[config.mk]
export PLATFORM = sky130hd
export DESIGN_NAME = decrement_timer_ctrl
export DESIGN_NICKNAME = d
export VERILOG_FILES = /design/src/rtl/decrement_timer_ctrl.sv
export SDC_FILE = /design/constraint.sdc
export NUM_CORES = 1
export LEC_CHECK = 0
export CAP_MARGIN = 20
export CORE_MARGIN = 4
export CORE_UTILIZATION = 25
export DETAILED_ROUTE_END_ITERATION = 8
export GPL_TIMING_DRIVEN = 0
export PLACE_DENSITY_LB_ADDON = 0.1
export SYNTH_ARGS = -nofsm -noshare
export SYNTH_HDL_FRONTEND = slang
export SYNTH_HIERARCHICAL = 1
export SYNTH_SLANG_ARGS = --single-unit
export TNS_END_PERCENT = 50
[constraint.sdc]
create_clock -name clk -period 4.2 [get_ports clk]
set_input_delay 0.63 -clock clk [delete_from_list [all_inputs] [get_ports clk]]
set_output_delay 0.63 -clock clk [all_outputs]
set_load 0.02 [all_outputs]
[src/rtl/decrement_timer_ctrl.sv]
// -----------------------------------------------------------------------------
// decrement_timer_ctrl
//
// Programmable countdown timer that sits beside the URCPU core. A count is
// loaded and then stepped down through a dedicated decrementer once per
// prescaled tick. When the count reaches zero a one-cycle expire pulse is
// raised. The timer then either stops or, with auto-reload, restarts from the
// reload register.
//
// Contents of this file:
//   decrement_module      - combinational WIDTH-bit decrement with borrow flag
//   decrement_timer_ctrl  - IDLE/RUN sequencer, prescaler and output registers
//
// decrement_timer_ctrl ports:
//   clk          in   rising-edge clock
//   rst          in   synchronous active-high reset
//   load         in   write load_value into count and reload
//   load_value   in   [WIDTH-1:0] value to load
//   start        in   begin/resume counting
//   stop         in   pause counting (count retained); wins over start
//   auto_reload  in   reload count from reload register at expiry
//   prescale     in   [PRE_W-1:0] one decrement every prescale+1 cycles
//   count        out  [WIDTH-1:0] current count (registered)
//   busy         out  high while in RUN (registered)
//   expire       out  one-cycle expiry pulse (registered)
// -----------------------------------------------------------------------------

module decrement_module #(
  parameter int WIDTH = 20
) (
  input  logic [WIDTH-1:0] in,
  output logic [WIDTH-1:0] out,
  output logic             carry_out
);

  // out = in - 1 modulo 2^WIDTH; borrow only when the input is zero
  assign out       = in - {{(WIDTH-1){1'b0}}, 1'b1};
  assign carry_out = (in == {WIDTH{1'b0}});

endmodule

module decrement_timer_ctrl #(
  parameter int WIDTH = 20,
  parameter int PRE_W = 8
) (
  input  logic             clk,
  input  logic             rst,
  input  logic             load,
  input  logic [WIDTH-1:0] load_value,
  input  logic             start,
  input  logic             stop,
  input  logic             auto_reload,
  input  logic [PRE_W-1:0] prescale,
  output logic [WIDTH-1:0] count,
  output logic             busy,
  output logic             expire
);

  typedef enum logic [0:0] {
    IDLE = 1'b0,
    RUN  = 1'b1
  } state_t;

  state_t           state_q,  state_d;
  logic [WIDTH-1:0] count_q,  count_d;
  logic [WIDTH-1:0] reload_q, reload_d;
  logic [PRE_W-1:0] pre_q,    pre_d;
  logic             busy_q,   busy_d;
  logic             expire_q, expire_d;

  logic [WIDTH-1:0] dec_out_s;
  logic             dec_carry_s;
  logic [WIDTH-1:0] start_count_s;

  // The decrementer always looks at the current count; this block is its only driver.
  decrement_module #(
    .WIDTH (WIDTH)
  ) u_dec (
    .in        (count_q),
    .out       (dec_out_s),
    .carry_out (dec_carry_s)
  );

  // Count that a start in IDLE would run from: a same-cycle load takes effect first.
  assign start_count_s = load ? load_value : count_q;

  // Next-state, next-count, prescaler and expire logic.
  always_comb begin
    state_d  = state_q;
    count_d  = count_q;
    reload_d = reload_q;
    pre_d    = pre_q;
    expire_d = 1'b0;

    case (state_q)
      IDLE: begin
        if (load) begin
          count_d  = load_value;
          reload_d = load_value;
        end else begin
          count_d  = count_q;
          reload_d = reload_q;
        end

        if (start && !stop) begin
          if (start_count_s != {WIDTH{1'b0}}) begin
            state_d = RUN;
            pre_d   = prescale;
          end else begin
            // Nothing to count: report expiry immediately and stay idle.
            expire_d = 1'b1;
          end
        end else begin
          state_d = IDLE;
        end
      end

      RUN: begin
        if (stop) begin
          // Pause; pre is re-armed on the next start so it is left alone here.
          state_d = IDLE;
        end else if (load) begin
          // A load replaces this cycle's tick entirely.
          count_d  = load_value;
          reload_d = load_value;
          pre_d    = prescale;
          if (load_value == {WIDTH{1'b0}}) begin
            state_d  = IDLE;
            expire_d = 1'b1;
          end else begin
            state_d = RUN;
          end
        end else if (pre_q != {PRE_W{1'b0}}) begin
          pre_d = pre_q - {{(PRE_W-1){1'b0}}, 1'b1};
        end else begin
          // Tick.
          pre_d = prescale;
          if (dec_carry_s) begin
            // Unreachable through normal control; park safely without expiry.
            state_d = IDLE;
            count_d = {WIDTH{1'b0}};
          end else if (dec_out_s == {WIDTH{1'b0}}) begin
            expire_d = 1'b1;
            if (auto_reload && (reload_q != {WIDTH{1'b0}})) begin
              count_d = reload_q;
              state_d = RUN;
            end else begin
              count_d = dec_out_s;
              state_d = IDLE;
            end
          end else begin
            count_d = dec_out_s;
          end
        end
      end

      default: begin
        state_d = IDLE;
      end
    endcase

    busy_d = (state_d == RUN);
  end

  // State and datapath registers with synchronous reset.
  always_ff @(posedge clk) begin
    if (rst) begin
      state_q  <= IDLE;
      count_q  <= {WIDTH{1'b0}};
      reload_q <= {WIDTH{1'b0}};
      pre_q    <= {PRE_W{1'b0}};
      busy_q   <= 1'b0;
      expire_q <= 1'b0;
    end else begin
      state_q  <= state_d;
      count_q  <= count_d;
      reload_q <= reload_d;
      pre_q    <= pre_d;
      busy_q   <= busy_d;
      expire_q <= expire_d;
    end
  end

  assign count  = count_q;
  assign busy   = busy_q;
  assign expire = expire_q;

endmodule

Word level (Yosys, flattened, before mapping)
Index checks and enable logic that the tools add are counted.
Word-level totals
  latch bits: 0
  RAM bits: 0
  bits of input ports: 34
  output and inout port bits: 22
  register bits after elaboration: 50
  bits in read-only memories: 0
  memories: 0
Operators by class
  divide/modulo/power cells: 0
  multiply operators: 0
  shift operators: 0
  multiplexer cells: 36
  add/sub/neg operators: 2
  equality and inequality tests: 4
  $lt $le $gt $ge: 0
  bitwise gates (word level): 1
  reductions and logical operators: 11
Operators with widths (count)
  2-to-1 mux 20 bit: 9
  case mux 20 bit (2 select lines): 2
  zero test 20 bit: 3
  2-to-1 mux 8 bit: 5
  nonzero test 20 bit: 2
  subtractor 20 x 1 -> 20 bit (second input constant): 1
  2-to-1 mux 1 bit: 17
  case mux 8 bit (2 select lines): 1
  nonzero test 8 bit: 1
  subtractor 8 x 1 -> 8 bit (second input constant): 1
  inequality test 2 bit (second input constant): 3
  case mux 1 bit (2 select lines): 2
  inequality test 3 bit (second input constant): 1
  AND reduction 3 bit: 1
  logical AND 1 bit: 2
  AND reduction 2 bit: 1
  zero test 1 bit: 1
  inverter 1 bit: 1

Depth between registers and ports, before layout
Gate-level depths: netlist of run 1.
  word-level depth: 9
  mapped depth: 12

Cells and area by module
The synthesis of run 1 kept the hierarchy.
Modules (own cells, without submodules)
  decrement_timer_ctrl: instances 1, cells each 419, area an instance 3014.1 µm²
  decrement_module: instances 1, cells each 54, area an instance 437.9 µm²

Least setup slack after synthesis of run 1
OpenSTA, ideal clock, no wires.
  path kind: flip-flop to flip-flop
  start: register count_q[5], in the netlist count[5]
  end: register count_q[13], in the netlist count[13]
  arrival: 2.655 ns
  cell stages (with the launch flop): 12
  library setup time: 0.078 ns
  path slack: 1.467 ns
  path through: dfxtp_1 -> nor4_4 -> nand3_4 -> nor4b_4 -> xor2_1 -> nor4_1 -> nand3_1 -> or2_1 -> nor4_4 -> buf_6 -> a21oi_1 -> nor3_1
On the way
  longest elaborated chain between the ends: 8
  elaborated cells between the ends (all ways): 10
  those cells by class: 1 x add/sub; 7 x mux; 2 x reduce/logical
RTL lines
  start, declared: RTL line 65  | logic [WIDTH-1:0] count_q, count_d;
  start signal, assigned: RTL line 169  | count_q <= {WIDTH{1'b0}};
  start signal, assigned: RTL line 176  | count_q <= count_d;
  subtractor 20 x 1 -> 20 bit: RTL line 37  | assign out = in - {{(WIDTH-1){1'b0}}, 1'b1};
  via dec_out_s[14]: RTL line 71  | logic [WIDTH-1:0] dec_out_s;
  zero test 20 bit: RTL line 142  | end else if (dec_out_s == {WIDTH{1'b0}}) begin
  2-to-1 mux 20 bit: RTL line 142
  2-to-1 mux 20 bit: RTL line 138  | if (dec_carry_s) begin
  2-to-1 mux 20 bit: RTL line 133  | end else if (pre_q != {PRE_W{1'b0}}) begin
  2-to-1 mux 20 bit: RTL line 122  | end else if (load) begin
  2-to-1 mux 20 bit: RTL line 119  | if (stop) begin
  case mux 20 bit (2 select lines): RTL line 95  | case (state_q)
The timed path passes the listed nets, and every way through them passes these cells. The select of a mux whose other input is x is not followed.
A chain may end at the register's enable or synchronous reset.

Final worst setup path of run 1
  start: register count_q[0], in the netlist count[0]
  end: register count_q[8], in the netlist count[8]
Same word-level chain as after synthesis.

==> reports/metrics.cfg, run 1 <==
[status]
status = completed

[synthesis]
synth_top_family_by_area = simple AND/OR/NAND/NOR gates
netlist-cell-type-count = 57
avgSynthCellArea_um2 = 7.30
synthSimpleGateAreaFrac = 0.360
synth_compound_area_frac = 0.245
yosys_warnings = 6
synth_cells = 473
synth-xor-area-share = 0.0431
synth-seq-cells = 50
synthAdderAreaFrac = 0.0145
synthesis.area_mm2 = 0.00345
synth_fp_nets = 511
ys.flop_type = dfxtp_1
synth-seq-area-share = 0.290
synth.mux.area_fraction = 0
synth_edf_count = 0
synthArstFlopShare = 0

[critical_path]
crit_path_top_delay_cell = dfxtp_1
path_class = reg -> reg
reg2reg_from = count[0]$_SDFFE_PP0P_
cp_cell_sequence = inv_1 -> ha_1 -> nand2_1 -> nor3_1 -> xor2_1 -> nor4_1 -> nand3_1 -> or2_1 -> nor4_4 -> buf_6 -> a21oi_1 -> nor3_1
critPathCaptureType = register
crit_path_frequent_cell = nor3_1
cp.arrival_ns = 3.64
crit_path_start_kind = register
regToRegSetupSlack_ns = 0.80
worst_ep_required_time_ns = 4.43
slowest_delay_ns = 0.61
worst-path-max-fanout = 10
timing.rr.end = count[8]$_SDFFE_PP0P_
r2r_cells = 12

[placement]
hpwl_mm = 10.7
port-buffer-count = 54
gp_congestion = 0.836
placed_cell_area_mm2 = 0.00422
place_inst = 703

[power]
p_leak_uw = 0.00158
p_total_uw = 1540
ir_drop_mv = 0.166
p_per_area_mw_per_mm2 = 350

[clock_tree]
clk_pin_slew_ns = 0.07
numCtsBuffers = 5
clock_sink_count = 50
ctsHoldBuffers = 0
h-tree-depth = 2
cts_tree = yes
cts_max_path_buffers = 2
root_buffer = clkbuf_16
postCtsSetupRepairBufs = 0
clock_latency_ns = 0.31
post_cts_resized = 0

[drt]
wl_per_cell_um = 19.4
ant_nets = 0
vias = 3712
drcViolationCount = 0
via_per_inst = 5.22
firstDrtPassIters = 5
wirelength_mm = 13.8
drtIter0Drc = 304

[die]
initial_core_util = 0.258
num_io_pins = 56
core_mm2 = 0.0134
die_h_um = 126
die-width_um = 126
die-area_mm2 = 0.0158
rows = 42

[worst_hold_path]
hold_depth = 2
hold_start = reload_q[10]$_SDFFE_PP0P_
hp-class = reg -> reg
hold-path-endpoint = reload_q[10]$_SDFFE_PP0P_

[global_route]
grt_max_degree = 18
grt_overflow = 0
grt_pass1_wl_mm = 21.6
grt.total_usage = 0.174
grt_pass1_vias = 3654
antenna_found_initial = 0

[finish]
design_area_mm2 = 0.00439
final_cells = 711
drive_gt1_frac = 0.0841
fin_util = 0.328
syn2layout_area_growth_pct = 27.3
antenna_cells = 0
final_nets = 572

[timing]
skew_ns = 0.00559
finalCritPeriodShare = 0.810
clock.fmax_ghz = 0.294
tns_ns = 0
setup_viol = 0
rsz0062_at_grt = no
relSlewSlack = 0.345
maxSlewViolCount = 0
worst_pin_slew_ns = 0.975
layout_min_cycle_time_ns = 3.40
finalHoldViolCount = 0

[flow_run]
cap_violations = 0

## placed cells by master (no fill, tap or decap), types with 3 or more instances in the layout
cell / Yosys / layout
xor2_1: 12 / 12
a21oi_1: 94 / 94
o21ai_2: 3 / 3
nor3_1: 28 / 28
nand3_1: 7 / 7
nand2b_1: 18 / 18
o21ai_0: 18 / 18
clkbuf_1: 17 / 17
nor2b_1: 4 / 4
a21oi_2: 4 / 4
nand3b_1: 15 / 15
inv_1: 8 / 8
clkbuf_16: 0 / 5
nor2_1: 31 / 31
a22oi_1: 3 / 3
xnor2_1: 5 / 5
or4_1: 3 / 3
buf_2: 6 / 6
nand2_1: 74 / 74
nor4_4: 5 / 5
clkdlybuf4s50_1: 0 / 54
nor3b_1: 3 / 3
ha_1: 4 / 4
buf_6: 3 / 3
nor4_1: 15 / 14
dfxtp_1: 50 / 50
## cell type report
class,count,area [um^2]
tap,176,220
clock buffer,5,125
inverter,8,30.0
buffer,27,135
fill,1450,9010
sequential,50,1000
clock inverter,3,48.8
multi-input combinational,388,2290
timing repair buffer,54,541
## metal layers
metal	GRT usage	part of all wire	vias up
li1	-	-	1816
met1	0.247	0.48	1756
met2	0.263	0.44	119
met3	0.0367	0.062	21
met4	0.0574	0.022	0
met5	0	0	-
## logic make-up (layout without fill, tap and decap cells)
group | count (synthesis) | after routing
buffers and inverters | 35 | 97
AND/OR/NAND/NOR | 223 | 223
XOR/XNOR | 17 | 17
AO/OA/AOI/OAI | 144 | 144
adder cells (fa/ha/maj) | 4 | 4
flip-flops | 50 | 50
## cells in the mapped netlist, types with 4 or more instances
master	instances	area, um^2
buf_2	6	30.0
nor2_1	31	116
o21ai_0	18	90.1
a21oi_1	94	470
nor4_4	5	106
nor3_1	28	140
nand3_1	7	35.0
ha_1	4	50.1
nand3b_1	15	113
xor2_1	12	105
dfxtp_1	50	1000
inv_1	8	30.0
clkbuf_1	17	63.8
xnor2_1	5	43.8
a21oi_2	4	35.0
nand2_1	74	278
nand2b_1	18	113
nor2b_1	4	25.0
nor4_1	15	93.8
## worst max-delay path by stage
stage / start / endpoint / slack (ns) / cells past startpoint
floorplan: count[5]$_SDFFE_PP0P_ / count[13]$_SDFFE_PP0P_ / 1.47 / 11
global placement: count[9]$_SDFFE_PP0P_ / count[11]$_SDFFE_PP0P_ / 0.61 / 10
detailed placement: count[0]$_SDFFE_PP0P_ / count[8]$_SDFFE_PP0P_ / 0.83 / 12
CTS: count[0]$_SDFFE_PP0P_ / count[8]$_SDFFE_PP0P_ / 0.81 / 12
global route: count[0]$_SDFFE_PP0P_ / count[8]$_SDFFE_PP0P_ / 0.63 / 12
finish: count[0]$_SDFFE_PP0P_ / count[8]$_SDFFE_PP0P_ / 0.80 / 12
## metrics by stage
stage	hold WS, ns	setup WS [ns]
2_1_floorplan	0.449	1.47
3_3_place_gp	0.465	0.610
3_5_place_dp	0.470	0.832
4_1_cts	0.481	0.810
5_1_grt	0.496	0.634
6_report	0.481	0.796
## state kept, by name (all words and copies together), names as in the netlist
signal,cells
expire,1
count,20
reload_q,20
busy,1
pre_q,8
## critical path, delay by kind of cell, from the launching register on
kind	cells	cell delay (ns)
and+or+nand+nor	7	1.65
AOI/OAI and AO/OA	1	0.09
adders and majority gates	1	0.33
DFF	1	0.61
xor gates and xnor gates	1	0.18
buffers and inverters	2	0.44
## power by group
| group | total, uW | switching (uW) | leakage [uW] | internal (uW) |
|---|---|---|---|---|
| clock | 500 | 214 | 0.0000819 | 286 |
| sequential | 584 | 75.4 | 0.000412 | 508 |
| combinational | 454 | 258 | 0.00109 | 196 |
| total | 1540 | 547 | 0.00158 | 990 |
No activity file was read; power rests on OpenSTA's default activity.
==> run 2, diff against run 1 <==
==> constraint.sdc (replaced) <==
create_clock -name clk -period 2.7 [get_ports clk]
set_input_delay 0.405 -clock clk [delete_from_list [all_inputs] [get_ports clk]]
set_output_delay 0.405 -clock clk [all_outputs]
set_load 0.02 [all_outputs]
==> reports/metrics.cfg, run 2 (synthesized netlist as in run 1, its figures left out) <==
[placement]
placed_cell_area_mm2 = 0.00423
hpwl_mm = 10.7
place_inst = 703
gp_congestion = 0.844
port-buffer-count = 54

[finish]
final_common_cell = a21oi_1
syn2layout_area_growth_pct = 39.7
final_cells = 739
fin_util = 0.360
final_cell_mix = 86 x a21oi_1, 74 x nand2_1, 54 x clkdlybuf4s50_1, 37 x dfxtp_1, 28 x nor2_1
n_fill_cell = 1446
final_nets = 600
drive_gt1_frac = 0.195
antenna_cells = 0
design_area_mm2 = 0.00482

[timing]
finalHoldViolCount = 0
skew_ns = 0.00707
setup_viol = 22
clock.fmax_ghz = 0.354
rsz0062_at_grt = yes
layout_min_cycle_time_ns = 2.83
worst_pin_slew_ns = 0.647
worst_slack_ns = -0.127
maxSlewViolCount = 0
relSlewSlack = 0.564
whs_ns = 0.470
finalCritPeriodShare = 1.05

[power]
p_per_area_mw_per_mm2 = 523
p_leak_uw = 0.00177
p_total_uw = 2520
ir_drop_mv = 0.315

[global_route]
grt_max_degree = 17
grt_pass1_wl_mm = 22.1
grt_pass1_vias = 3730
grt_overflow = 0
antenna_found_initial = 0
grt.total_usage = 0.179

[drt]
ant_nets = 0
wirelength_mm = 14.5
drtIter0Drc = 303
wl_per_cell_um = 19.6
drcViolationCount = 0
vias = 3898
firstDrtPassIters = 5
via_per_inst = 5.27

[die]
num_io_pins = 56
core_mm2 = 0.0134
die_h_um = 126
initial_core_util = 0.258
rows = 42
die-width_um = 126
die-area_mm2 = 0.0158

[critical_path]
critPathCaptureType = register
cp.arrival_ns = 3.06
regToRegSetupSlack_ns = -0.13
crit_path_start_kind = register
worst-path-max-fanout = 9
path_class = reg -> reg
worst_ep_required_time_ns = 2.93

[clock_tree]
cts_max_path_buffers = 2
clk_pin_slew_ns = 0.07
clock_latency_ns = 0.31
root_buffer = clkbuf_16
numCtsBuffers = 5
clock_sink_count = 50
cts_tree = yes
h-tree-depth = 2

[worst_hold_path]
hp-class = in -> reg

[status]
status = finished, violations left
failed_checks = negative setup slack

[flow_run]
cap_violations = 0

## run 2: cell types whose count changed in the layout (fill, tap and decap cells not counted), moves of 3 or more
| cell | change |
|---|---|
| nor4_1 | -3 |
| buf_6 | +4 |
| a21oi_2 | +7 |
| buf_4 | +22 |
| dfxtp_2 | +6 |
| nor2_1 | -3 |
| dfxtp_1 | -13 |
| dfxtp_4 | +7 |
| a21oi_1 | -8 |
| nor3_1 | -4 |
## run 2: what timing repair did
action | CTS | global route
hold endpoints to repair | 0 | 0
endpoints found under the setup margin | 22 | 22
gates resized for setup | 34 | 17
gates cloned | 1 | 0
pin swaps | 30 | 9
buffers inserted | 23 | 4
hold buffers | 0 | 0
## run 2: worst paths after layout
check / startpoint / to / depth (start not counted)
max: count[8]$_SDFFE_PP0P_ / count[6]$_SDFFE_PP0P_ / 13
min: rst / pre_q[6]$_SDFFE_PP0P_ / 3
max reg2reg: count[8]$_SDFFE_PP0P_ / count[6]$_SDFFE_PP0P_ / 13
min reg2reg: reload_q[14]$_SDFFE_PP0P_ / reload_q[14]$_SDFFE_PP0P_ / 2
## run 2: final cells by class
| cell class | count | area [um^2] | area share |
|---|---|---|---|
| Multi-Input combinational cell | 388 | 2440 | 0.506 |
| Sequential cell | 50 | 1030 | 0.215 |
| Tap cell | 176 | 220 | 0.0457 |
| Clock buffer | 5 | 125 | 0.0259 |
| Inverter | 8 | 30.0 | 0.00623 |
| Buffer | 27 | 139 | 0.0288 |
| Timing Repair Buffer | 82 | 790 | 0.164 |
| Clock inverter | 3 | 43.8 | 0.00908 |
## run 2: power by group
part	total [uW]	switching [uW]	internal (uW)	leakage (uW)
logic	860	469	391	0.00126
registers	906	113	793	0.000418
clock network	755	315	440	0.0000842
total	2520	896	1620	0.00177
## run 2: worst max-delay path: stages (launching register included)
cell	delay, ns
dfxtp_4	0.40
nor4_4	0.35
nand3_2	0.12
buf_4	0.18
nor3_4	0.20
xor2_2	0.11
nor4_2	0.24
nand2_1	0.15
or2_4	0.30
nor4_4	0.16
buf_6	0.19
buf_6	0.14
a21oi_2	0.05
nor3_1	0.15
## run 2: stage by stage
stage	setup WS, ns	setup TNS (ns)
after CTS	-0.0414	-0.239
final	-0.127	-1.67
after detailed placement	-0.625	-9.58
after floorplan	0.00629	0
after global placement	-0.900	-15.48
after global routing	-0.317	-5.35
## run 2: layer usage
| metal | routed length [um] | global-route usage | vias to the layer above | part of all wire |
|---|---|---|---|---|
| met5 | 0 | 0 | - | 0 |
| met4 | 230 | 0.0453 | 0 | 0.016 |
| met3 | 855 | 0.0401 | 17 | 0.059 |
| li1 | - | - | 1875 | - |
| met1 | 6870 | 0.249 | 1886 | 0.47 |
| met2 | 6560 | 0.281 | 120 | 0.45 |
